`config.mk`:
```
export PLATFORM = sky130hd
export DESIGN_NAME = risc_v_multicycle_controller
export DESIGN_NICKNAME = d
export VERILOG_FILES = /design/src/rtl/risc_v_mc_pkg.sv /design/src/rtl/alu_decoder.sv /design/src/rtl/risc_v_multicycle_controller.sv
export SDC_FILE = /design/constraint.sdc
export NUM_CORES = 1
export LEC_CHECK = 0
export ABC_CLOCK_PERIOD_IN_PS = 6400
export CORE_AREA = 2 2 39 41
export DETAILED_ROUTE_END_ITERATION = 8
export DIE_AREA = 0 0 41 43
export DONT_BUFFER_PORTS = 1
export MAX_ROUTING_LAYER = met4
export PLACE_DENSITY = 0.78
export SLEW_MARGIN = 20
export SYNTH_ARGS = -nofsm -noshare
export SYNTH_HDL_FRONTEND = slang
export SYNTH_SLANG_ARGS = --single-unit
```
`constraint.sdc`:
```
create_clock -name clk -period 6.4 [get_ports clk]
set_input_delay 0.96 -clock clk [delete_from_list [all_inputs] [get_ports clk]]
set_output_delay 0.96 -clock clk [all_outputs]
set_load 0.01 [all_outputs]
```
`src/rtl/risc_v_mc_pkg.sv`:
```
// Shared definitions for the multicycle RISC-V controller: state codes, opcodes,
// ALU/immediate encodings and datapath mux selects.
package risc_v_mc_pkg;

    typedef logic [3:0] state_t;

    localparam state_t S_FETCH     = 4'd0;
    localparam state_t S_DECODE    = 4'd1;
    localparam state_t S_MEMADR    = 4'd2;
    localparam state_t S_MEMREAD   = 4'd3;
    localparam state_t S_MEMWB     = 4'd4;
    localparam state_t S_MEMWRITE  = 4'd5;
    localparam state_t S_EXEC_R    = 4'd6;
    localparam state_t S_EXEC_I    = 4'd7;
    localparam state_t S_ALUWB     = 4'd8;
    localparam state_t S_BRANCH    = 4'd9;
    localparam state_t S_JAL       = 4'd10;
    localparam state_t S_JALR_LINK = 4'd11;
    localparam state_t S_JALR      = 4'd12;
    localparam state_t S_LUI       = 4'd13;

    localparam logic [6:0] OP_LOAD   = 7'b0000011;
    localparam logic [6:0] OP_STORE  = 7'b0100011;
    localparam logic [6:0] OP_R      = 7'b0110011;
    localparam logic [6:0] OP_I      = 7'b0010011;
    localparam logic [6:0] OP_BRANCH = 7'b1100011;
    localparam logic [6:0] OP_JAL    = 7'b1101111;
    localparam logic [6:0] OP_JALR   = 7'b1100111;
    localparam logic [6:0] OP_LUI    = 7'b0110111;

    localparam logic [2:0] ALU_ADD = 3'b000;
    localparam logic [2:0] ALU_SUB = 3'b001;
    localparam logic [2:0] ALU_AND = 3'b010;
    localparam logic [2:0] ALU_OR  = 3'b011;
    localparam logic [2:0] ALU_XOR = 3'b100;
    localparam logic [2:0] ALU_SLT = 3'b101;

    localparam logic [2:0] IMM_I = 3'b000;
    localparam logic [2:0] IMM_S = 3'b001;
    localparam logic [2:0] IMM_B = 3'b010;
    localparam logic [2:0] IMM_U = 3'b011;
    localparam logic [2:0] IMM_J = 3'b100;

    localparam logic [1:0] RES_ALUOUT = 2'b00;
    localparam logic [1:0] RES_MEM    = 2'b01;
    localparam logic [1:0] RES_ALU    = 2'b10;
    localparam logic [1:0] RES_PC     = 2'b11;

    localparam logic [1:0] SRCA_PC    = 2'b00;
    localparam logic [1:0] SRCA_OLDPC = 2'b01;
    localparam logic [1:0] SRCA_RS1   = 2'b10;
    localparam logic [1:0] SRCA_ZERO  = 2'b11;

    localparam logic [1:0] SRCB_RS2  = 2'b00;
    localparam logic [1:0] SRCB_IMM  = 2'b01;
    localparam logic [1:0] SRCB_FOUR = 2'b10;

    typedef enum logic [1:0] {
        CLS_OTHER  = 2'b00,
        CLS_R      = 2'b01,
        CLS_I      = 2'b10,
        CLS_BRANCH = 2'b11
    } op_class_t;

    function automatic logic [2:0] imm_src_of(input logic [6:0] op);
        logic [2:0] imm;
        imm = IMM_I;
        case (op)
            OP_STORE:  imm = IMM_S;
            OP_BRANCH: imm = IMM_B;
            OP_LUI:    imm = IMM_U;
            OP_JAL:    imm = IMM_J;
            default:   imm = IMM_I;
        endcase
        return imm;
    endfunction

endpackage

```
`src/rtl/alu_decoder.sv`:
```
// Maps instruction class and func3/func7 to an ALU operation and flags
// func3 values this controller does not implement.
module alu_decoder
    import risc_v_mc_pkg::*;
(
    input  logic [1:0] i_op_class,
    input  logic [2:0] i_func3,
    input  logic       i_func7,
    output logic [2:0] o_alu_control,
    output logic       o_legal
);

    always_comb begin
        o_alu_control = ALU_ADD;
        o_legal       = 1'b1;
        case (i_op_class)
            CLS_R, CLS_I: begin
                case (i_func3)
                    // func7 selects sub only for register-register ops
                    3'b000:  o_alu_control = (i_op_class == CLS_R && i_func7) ? ALU_SUB : ALU_ADD;
                    3'b111:  o_alu_control = ALU_AND;
                    3'b110:  o_alu_control = ALU_OR;
                    3'b100:  o_alu_control = ALU_XOR;
                    3'b010:  o_alu_control = ALU_SLT;
                    default: o_legal = 1'b0;
                endcase
            end
            CLS_BRANCH: begin
                o_alu_control = ALU_SUB;
                o_legal = (i_func3 == 3'b000) || (i_func3 == 3'b001) ||
                          (i_func3 == 3'b100) || (i_func3 == 3'b101);
            end
            default: ;
        endcase
    end

endmodule

```
`src/rtl/risc_v_multicycle_controller.sv`:
```
// Moore-style multicycle RISC-V control FSM; strobes are forced low while rst is high
// so an instruction interrupted by reset cannot commit side effects.
module risc_v_multicycle_controller
    import risc_v_mc_pkg::*;
(
    input  logic       clk,
    input  logic       rst,
    input  logic [6:0] op,
    input  logic [2:0] func3,
    input  logic       func7,
    input  logic       zero,
    input  logic       b31,
    output logic       pc_write,
    output logic       adr_src,
    output logic       ir_write,
    output logic       mem_write,
    output logic       reg_write,
    output logic [1:0] result_src,
    output logic [1:0] alu_src_a,
    output logic [1:0] alu_src_b,
    output logic [2:0] alu_control,
    output logic [2:0] imm_src,
    output logic       illegal
);

    state_t     r_state;
    state_t     w_state_next;
    op_class_t  w_op_class;
    logic       w_op_known;
    logic [2:0] w_dec_alu;
    logic       w_dec_legal;
    logic       w_bad_instr;
    logic       w_branch_taken;
    logic       w_pc_write;
    logic       w_ir_write;
    logic       w_mem_write;
    logic       w_reg_write;
    logic       w_illegal;

    always_comb begin
        w_op_class = CLS_OTHER;
        w_op_known = 1'b1;
        case (op)
            OP_R:      w_op_class = CLS_R;
            OP_I:      w_op_class = CLS_I;
            OP_BRANCH: w_op_class = CLS_BRANCH;
            OP_LOAD, OP_STORE, OP_JAL, OP_JALR, OP_LUI: w_op_class = CLS_OTHER;
            default:   w_op_known = 1'b0;
        endcase
    end

    alu_decoder u_alu_decoder (
        .i_op_class    (w_op_class),
        .i_func3       (func3),
        .i_func7       (func7),
        .o_alu_control (w_dec_alu),
        .o_legal       (w_dec_legal)
    );

    assign w_bad_instr = !w_op_known || !w_dec_legal;

    always_comb begin
        case (func3)
            3'b000:  w_branch_taken = zero;
            3'b001:  w_branch_taken = !zero;
            3'b100:  w_branch_taken = b31;
            3'b101:  w_branch_taken = !b31;
            default: w_branch_taken = 1'b0;
        endcase
    end

    always_comb begin
        w_state_next = S_FETCH;
        case (r_state)
            S_FETCH: w_state_next = S_DECODE;
            S_DECODE: begin
                if (!w_bad_instr) begin
                    case (op)
                        OP_LOAD, OP_STORE: w_state_next = S_MEMADR;
                        OP_R:      w_state_next = S_EXEC_R;
                        OP_I:      w_state_next = S_EXEC_I;
                        OP_BRANCH: w_state_next = S_BRANCH;
                        OP_JAL:    w_state_next = S_JAL;
                        OP_JALR:   w_state_next = S_JALR_LINK;
                        OP_LUI:    w_state_next = S_LUI;
                        default:   w_state_next = S_FETCH;
                    endcase
                end
            end
            S_MEMADR:    w_state_next = (op == OP_STORE) ? S_MEMWRITE : S_MEMREAD;
            S_MEMREAD:   w_state_next = S_MEMWB;
            S_EXEC_R, S_EXEC_I, S_JAL, S_LUI: w_state_next = S_ALUWB;
            S_JALR_LINK: w_state_next = S_JALR;
            default:     w_state_next = S_FETCH;
        endcase
    end

    always_ff @(posedge clk) begin
        if (rst) begin
            r_state <= S_FETCH;
        end else begin
            r_state <= w_state_next;
        end
    end

    always_comb begin
        w_pc_write  = 1'b0;
        adr_src     = 1'b0;
        w_ir_write  = 1'b0;
        w_mem_write = 1'b0;
        w_reg_write = 1'b0;
        w_illegal   = 1'b0;
        result_src  = RES_ALUOUT;
        alu_src_a   = SRCA_PC;
        alu_src_b   = SRCB_RS2;
        alu_control = ALU_ADD;
        case (r_state)
            S_FETCH: begin
                w_ir_write = 1'b1;
                w_pc_write = 1'b1;
                alu_src_b  = SRCB_FOUR;
                result_src = RES_ALU;
            end
            S_DECODE: begin
                // branch/jal target is precomputed into ALUOut here
                alu_src_a = SRCA_OLDPC;
                alu_src_b = SRCB_IMM;
                w_illegal = w_bad_instr;
            end
            S_MEMADR: begin
                alu_src_a = SRCA_RS1;
                alu_src_b = SRCB_IMM;
            end
            S_MEMREAD: adr_src = 1'b1;
            S_MEMWB: begin
                result_src  = RES_MEM;
                w_reg_write = 1'b1;
            end
            S_MEMWRITE: begin
                adr_src     = 1'b1;
                w_mem_write = 1'b1;
            end
            S_EXEC_R: begin
                alu_src_a   = SRCA_RS1;
                alu_src_b   = SRCB_RS2;
                alu_control = w_dec_alu;
            end
            S_EXEC_I: begin
                alu_src_a   = SRCA_RS1;
                alu_src_b   = SRCB_IMM;
                alu_control = w_dec_alu;
            end
            S_ALUWB: w_reg_write = 1'b1;
            S_BRANCH: begin
                alu_src_a   = SRCA_RS1;
                alu_src_b   = SRCB_RS2;
                alu_control = ALU_SUB;
                w_pc_write  = w_branch_taken;
            end
            S_JAL: begin
                alu_src_a  = SRCA_OLDPC;
                alu_src_b  = SRCB_FOUR;
                w_pc_write = 1'b1;
            end
            S_JALR_LINK: begin
                result_src  = RES_PC;
                w_reg_write = 1'b1;
            end
            S_JALR: begin
                alu_src_a  = SRCA_RS1;
                alu_src_b  = SRCB_IMM;
                result_src = RES_ALU;
                w_pc_write = 1'b1;
            end
            S_LUI: begin
                alu_src_a = SRCA_ZERO;
                alu_src_b = SRCB_IMM;
            end
            default: ;
        endcase
    end

    assign imm_src   = imm_src_of(op);
    assign pc_write  = w_pc_write  && !rst;
    assign ir_write  = w_ir_write  && !rst;
    assign mem_write = w_mem_write && !rst;
    assign reg_write = w_reg_write && !rst;
    assign illegal   = w_illegal   && !rst;

endmodule

```
==> out/metrics.yaml, run 1 <==
stdcell_count: 125
remaining_drc_errors: 0
drv_slew: 0
worst-setup-path-type: "in2out"
fin_tns_setup_ns: 0
start_util_pct: 59.6
power.share.sequential_pct: 32.9
io_buffer_count: 0
ys_seq_area_share_pct: 9.71
power_density_nw_per_um2: 106
synth_edf_count: 0
critPathArrivalTime_ns: 2.78
setup_viol: 0
fin_crit_sh_pct: 58.5
syn-num-nets: 132
relSlewSlack_pct: 60.2
synthCells: 114
final_hold_viol_count: 0
ir_drop_uv: 71.6
regMostFlops: "r_state"
synth_area_sq_um: 825
synth_top_area_cell: "dfxtp_1"
gp_congestion: 0.817
post_synth_main_area_contributors: "dfxtp_1, nand3b_1, xor2_1, a21oi_1, nor3_1"
async_flop_share_pct: 0
wirelength_um: 1800
grt_overflow: 0
cts_inserted_buffers: 3
antenna_cells: 0
fmax_mhz: 267
clk_pin_slew_ns: 0.04
tightestPinTransition_ns: 0.595
run_status: "finished clean"
synth_flop_cell: "dfxtp_1"
grt_pass1_vias: 690
die_h_um: 43
avgSynthCellArea_sq_um: 7.23
cts_hold_buf: 0
clkLatencyLatePin_ns: 0.25
required_ns: 5.44
drv_cap: 0
top_regs: "r_state (4)"
power_switching_mw: 0.0284
nets: 129
layout_common_cells: "nand2_1, nor3_1, a21oi_1"
fin_ws_ns: 2.66
ctsResizeCount: 0
routed_via_density: 6.65
drive_above_1_share_pct: 11.0
combPwrFrac_pct: 28.3
cts_buffer_depth: 2
synth_top_area_share_pct: 9.71
start_kind: "input port"
grt_max_degree: 20
vias: 831
swShare_pct: 33.0
io_pins: 33
dp_hpwl_um: 1390
die_w_um: 41
ys_ff_latch: 4
cp-end-kind: "primary output"
cts_tree: "built"
hold_path.class: "reg2reg"
largest_register_ffs: 4
synth_cell_types: 43
cts.sinks: 4
yosys_warnings: 0
htreeDepth: 1
cts-root-buf: "clkbuf_4"
antenna_found_initial: 0
skew_ns: 0.00978
power.internal_mw: 0.0577
p_clk_share_pct: 38.8
ant_nets: 0
dp.cells: 122
dr.pass1.iters: 4
final_common_cell: "nand2_1"
area_growth_pct: -1.21
core-area_sq_um: 1380
p_leak_nw: 0.281
period_needed_ns: 3.74
rsz0062_at_grt: "no"
post_cts.repair.setup_buffers: 0
grt_use_total_pct: 24.0
grt_pass1_wl_um: 2950
avgRoutedWirePerCell_um: 14.4
dp_slack_ns: 2.62
dr.first_iter.drc_count: 14
num_rows: 14
die-area_sq_um: 1760
cp_max_fo: 7
[Yosys cell counts, types with 3 or more instances]
cell type and n:
a21oi_1 8, buf_2 3, dfxtp_1 4, ha_1 3, inv_1 6, nand2_1 9, nand2b_1 6, nand3b_1 6
nor2_1 4, nor3_1 8, nor4_1 3, o21a_1 3, o21ai_0 4, o22ai_1 4, xor2_1 5
[critical path, cell delays in order]
cell	delay, ns
nand4b_1	0.22
a211oi_1	0.42
inv_1	0.09
ha_1	0.20
inv_1	0.08
o221ai_2	0.14
a2111oi_0	0.44
o21a_1	0.24
[final cells by class]
cell class / count / area [sq um]
Multi-Input combinational cell: 96 / 669
Fill cell: 138 / 569
Sequential cell: 4 / 80.1
Clock buffer: 3 / 22.5
Inverter: 6 / 22.5
Tap cell: 16 / 20.0
[routing by layer]
layer / GRT usage (%) / wire [um]
met4: 10.0 / 36
met5: - / 0
met3: 1.57 / 140
met2: 40.3 / 896
met1: 27.7 / 726
[metrics by stage]
step | hold WS, ns | power [mW] | cell area (sq um) | utilization (%)
after floorplan | 0.666 | 0.0530 | 825 | -
after global placement | 0.726 | 0.0523 | 792 | 57.2
after detailed placement | 0.724 | 0.0531 | 792 | 57.2
after CTS | 0.732 | 0.0875 | 815 | 58.9
after global routing | 0.805 | 0.0905 | 815 | 58.9
final | 0.742 | 0.0861 | 815 | 58.9
[logic make-up (layout without fill, tap and decap cells)]
logic type      after synthesis  in the layout  share of synthesized area, %
buf+inv                      14              9                          9.10
compound gates               34             34                          29.4
mux                           1              1                          1.21
simple gates                 51             51                          38.5
fa+ha+maj                     3              3                          4.55
xor+xnor                      7              7                          7.44
flops                         4              4                          9.71
[worst paths after layout]
check,from,to,slack (ns),cells past startpoint
worst min-delay path,r_state[1],r_state[2],0.74,2
worst max register to register,r_state[1],r_state[3],4.82,4
worst min register to register,r_state[1],r_state[2],0.74,2
worst max-delay path,op[3],illegal,2.66,8
[power by group through the flow]
stage / Sequential [mW] / Combinational [mW] / Clock [mW]
2_1_floorplan: 0.0271 / 0.0259 / 0
3_3_place_gp: 0.0287 / 0.0235 / 0
3_5_place_dp: 0.0288 / 0.0243 / 0
4_1_cts: 0.0284 / 0.0244 / 0.0348
5_1_grt: 0.0287 / 0.0271 / 0.0347
6_report: 0.0284 / 0.0244 / 0.0334
Power figures use the tool's default switching activity.
==> run 2, diff against run 1 <==
--- a/config.mk
+++ b/config.mk
@@ -5,13 +5,13 @@
 export SDC_FILE = /design/constraint.sdc
 export NUM_CORES = 1
 export LEC_CHECK = 0
-export ABC_CLOCK_PERIOD_IN_PS = 6400
-export CORE_AREA = 2 2 39 41
+export ABC_CLOCK_PERIOD_IN_PS = 3200
+export CORE_MARGIN = 2
+export CORE_UTILIZATION = 56
 export DETAILED_ROUTE_END_ITERATION = 8
-export DIE_AREA = 0 0 41 43
 export DONT_BUFFER_PORTS = 1
 export MAX_ROUTING_LAYER = met4
-export PLACE_DENSITY = 0.78
+export PLACE_DENSITY = 0.74
 export SLEW_MARGIN = 20
 export SYNTH_ARGS = -nofsm -noshare
 export SYNTH_HDL_FRONTEND = slang
==> constraint.sdc (replaced) <==
create_clock -name clk -period 3.2 [get_ports clk]
set_input_delay 0.48 -clock clk [delete_from_list [all_inputs] [get_ports clk]]
set_output_delay 0.48 -clock clk [all_outputs]
set_load 0.01 [all_outputs]
==> out/metrics.yaml, run 2 (same netlist as run 1, synthesis figures left out) <==
run_status: "finished clean"
top_regs: "r_state (4)"
p_clk_share_pct: 37.3
hold_end: "r_state[3]"
die_h_um: 42.4
cts-root-buf: "clkbuf_4"
hold_path.class: "in2reg"
routed_via_density: 6.68
fin_tns_setup_ns: 0
required_ns: 2.72
vias: 828
wl_met3_um: 159
worst-setup-path-type: "in2out"
layout_common_cells: "nand2_1, nor3_1, a21oi_1"
critPathSlowestCell: "a2111oi_0"
cts_hold_buf: 0
cts_tree: "built"
ir_drop_uv: 284
cp-end-kind: "primary output"
grt_pass1_wl_um: 3210
swShare_pct: 31.1
die-area_sq_um: 1800
post_cts.repair.setup_buffers: 0
skew_ns: 0.00369
routed.top_layer: "met3"
drive_above_1_share_pct: 11.0
setup_viol: 0
area_growth_pct: -1.37
postPlaceCellArea_sq_um: 791
dp_hpwl_um: 1410
core-area_sq_um: 1330
power.share.sequential_pct: 34.0
crit_chain: "nand4b_1, a211oi_1, inv_1, ha_1, inv_1, o221ai_2, a2111oi_0, o21a_1"
drv_cap: 0
ant_nets: 0
htreeDepth: 1
relSlewSlack_pct: 60.9
cts_inserted_buffers: 3
rrSetupSlack_ns: 1.64
grt_overflow: 0
dr.pass1.iters: 4
ff2ff_path_depth: 4
power_switching_mw: 0.0520
period_needed_ns: 2.83
grt_pass1_vias: 749
avgRoutedWirePerCell_um: 14.8
start_util_pct: 61.8
io_pins: 33
holdCritStartpoint: "rst"
cts.sinks: 4
critPathArrivalTime_ns: 2.35
r2r_start: "r_state[3]"
gp_congestion: 0.800
tightestPinTransition_ns: 0.585
io_buffer_count: 0
combPwrFrac_pct: 28.7
ctsResizeCount: 0
power.internal_mw: 0.115
num_rows: 13
cp_max_fo: 7
wl_met2_um: 843
largest_register_ffs: 4
rsz0062_at_grt: "no"
regMostFlops: "r_state"
p_leak_nw: 0.281
cts_buffer_depth: 2
dr.first_iter.drc_count: 15
nets: 129
cp_common_cell: "inv_1"
drv_slew: 0
routedLengthMet1_um: 837
fin_crit_sh_pct: 88.6
final_hold_viol_count: 0
remaining_drc_errors: 0
fmax_mhz: 353
min_path_cells: 1
wirelength_um: 1840
antenna_found_initial: 0
max_stage_delay_ns: 0.48
r2r-end: "r_state[1]"
clk_pin_slew_ns: 0.03
clkLatencyLatePin_ns: 0.23
final_common_cell: "nand2_1"
design_area_sq_um: 813
grt_max_degree: 20
power_density_nw_per_um2: 206
antenna_cells: 0
grt_use_total_pct: 22.6
fillers: 121
die_w_um: 42.4
start_kind: "input port"
-- run 2: cell counts in the layout (fill, tap and decap cells not counted) --
No cell type changed its count.
-- run 2: worst max-delay path by stage --
stage	start	to	slack, ns	cells after the start
2_1_floorplan	op[6]	illegal	0.49	9
3_3_place_gp	op[3]	illegal	0.48	8
3_5_place_dp	op[3]	illegal	0.35	8
4_1_cts	op[3]	illegal	0.36	8
5_1_grt	op[3]	illegal	0.14	8
6_report	op[3]	illegal	0.37	8
-- run 2: stage by stage --
stage          instances  utilization (%)  power (mW)  worst slack, ns  hold WS, ns
2_1_floorplan        114                -       0.106            0.488        0.559
3_3_place_gp         121             59.3       0.104            0.485        0.569
3_5_place_dp         121             59.3       0.106            0.355        0.569
4_1_cts              124             61.0       0.170            0.364        0.323
5_1_grt              124             61.0       0.179            0.145        0.325
6_report             124             61.0       0.167            0.366        0.330
-- run 2: cell type report --
class / instances / area (sq um) / area share, %
clock buffer: 3 / 22.5 / 2.77
inverter: 6 / 22.5 / 2.77
multi-input combinational: 96 / 669 / 82.3
sequential: 4 / 80.1 / 9.85
tap: 15 / 18.8 / 2.31
-- run 2: critical path: cells and delay by family --
family	cells	cell delay [ns]
AND/OR/NAND/NOR	1	0.22
adder cells (fa/ha/maj)	1	0.20
AO/OA/AOI/OAI	4	1.30
buffers and inverters	2	0.15
-- run 2: power by group through the flow --
| stage | Combinational (mW) | Clock, mW | Sequential, mW |
|---|---|---|---|
| after floorplan | 0.0518 | 0 | 0.0543 |
| after global placement | 0.0466 | 0 | 0.0575 |
| after detailed placement | 0.0480 | 0 | 0.0576 |
| after CTS | 0.0481 | 0.0645 | 0.0569 |
| after global routing | 0.0540 | 0.0674 | 0.0578 |
| final | 0.0480 | 0.0623 | 0.0569 |
-- run 2: per-layer routing --
layer,vias up,GRT usage (%)
li1,417,-
met1,383,30.0
met2,28,35.7
met3,0,7.33
met4,0,0
met5,-,-
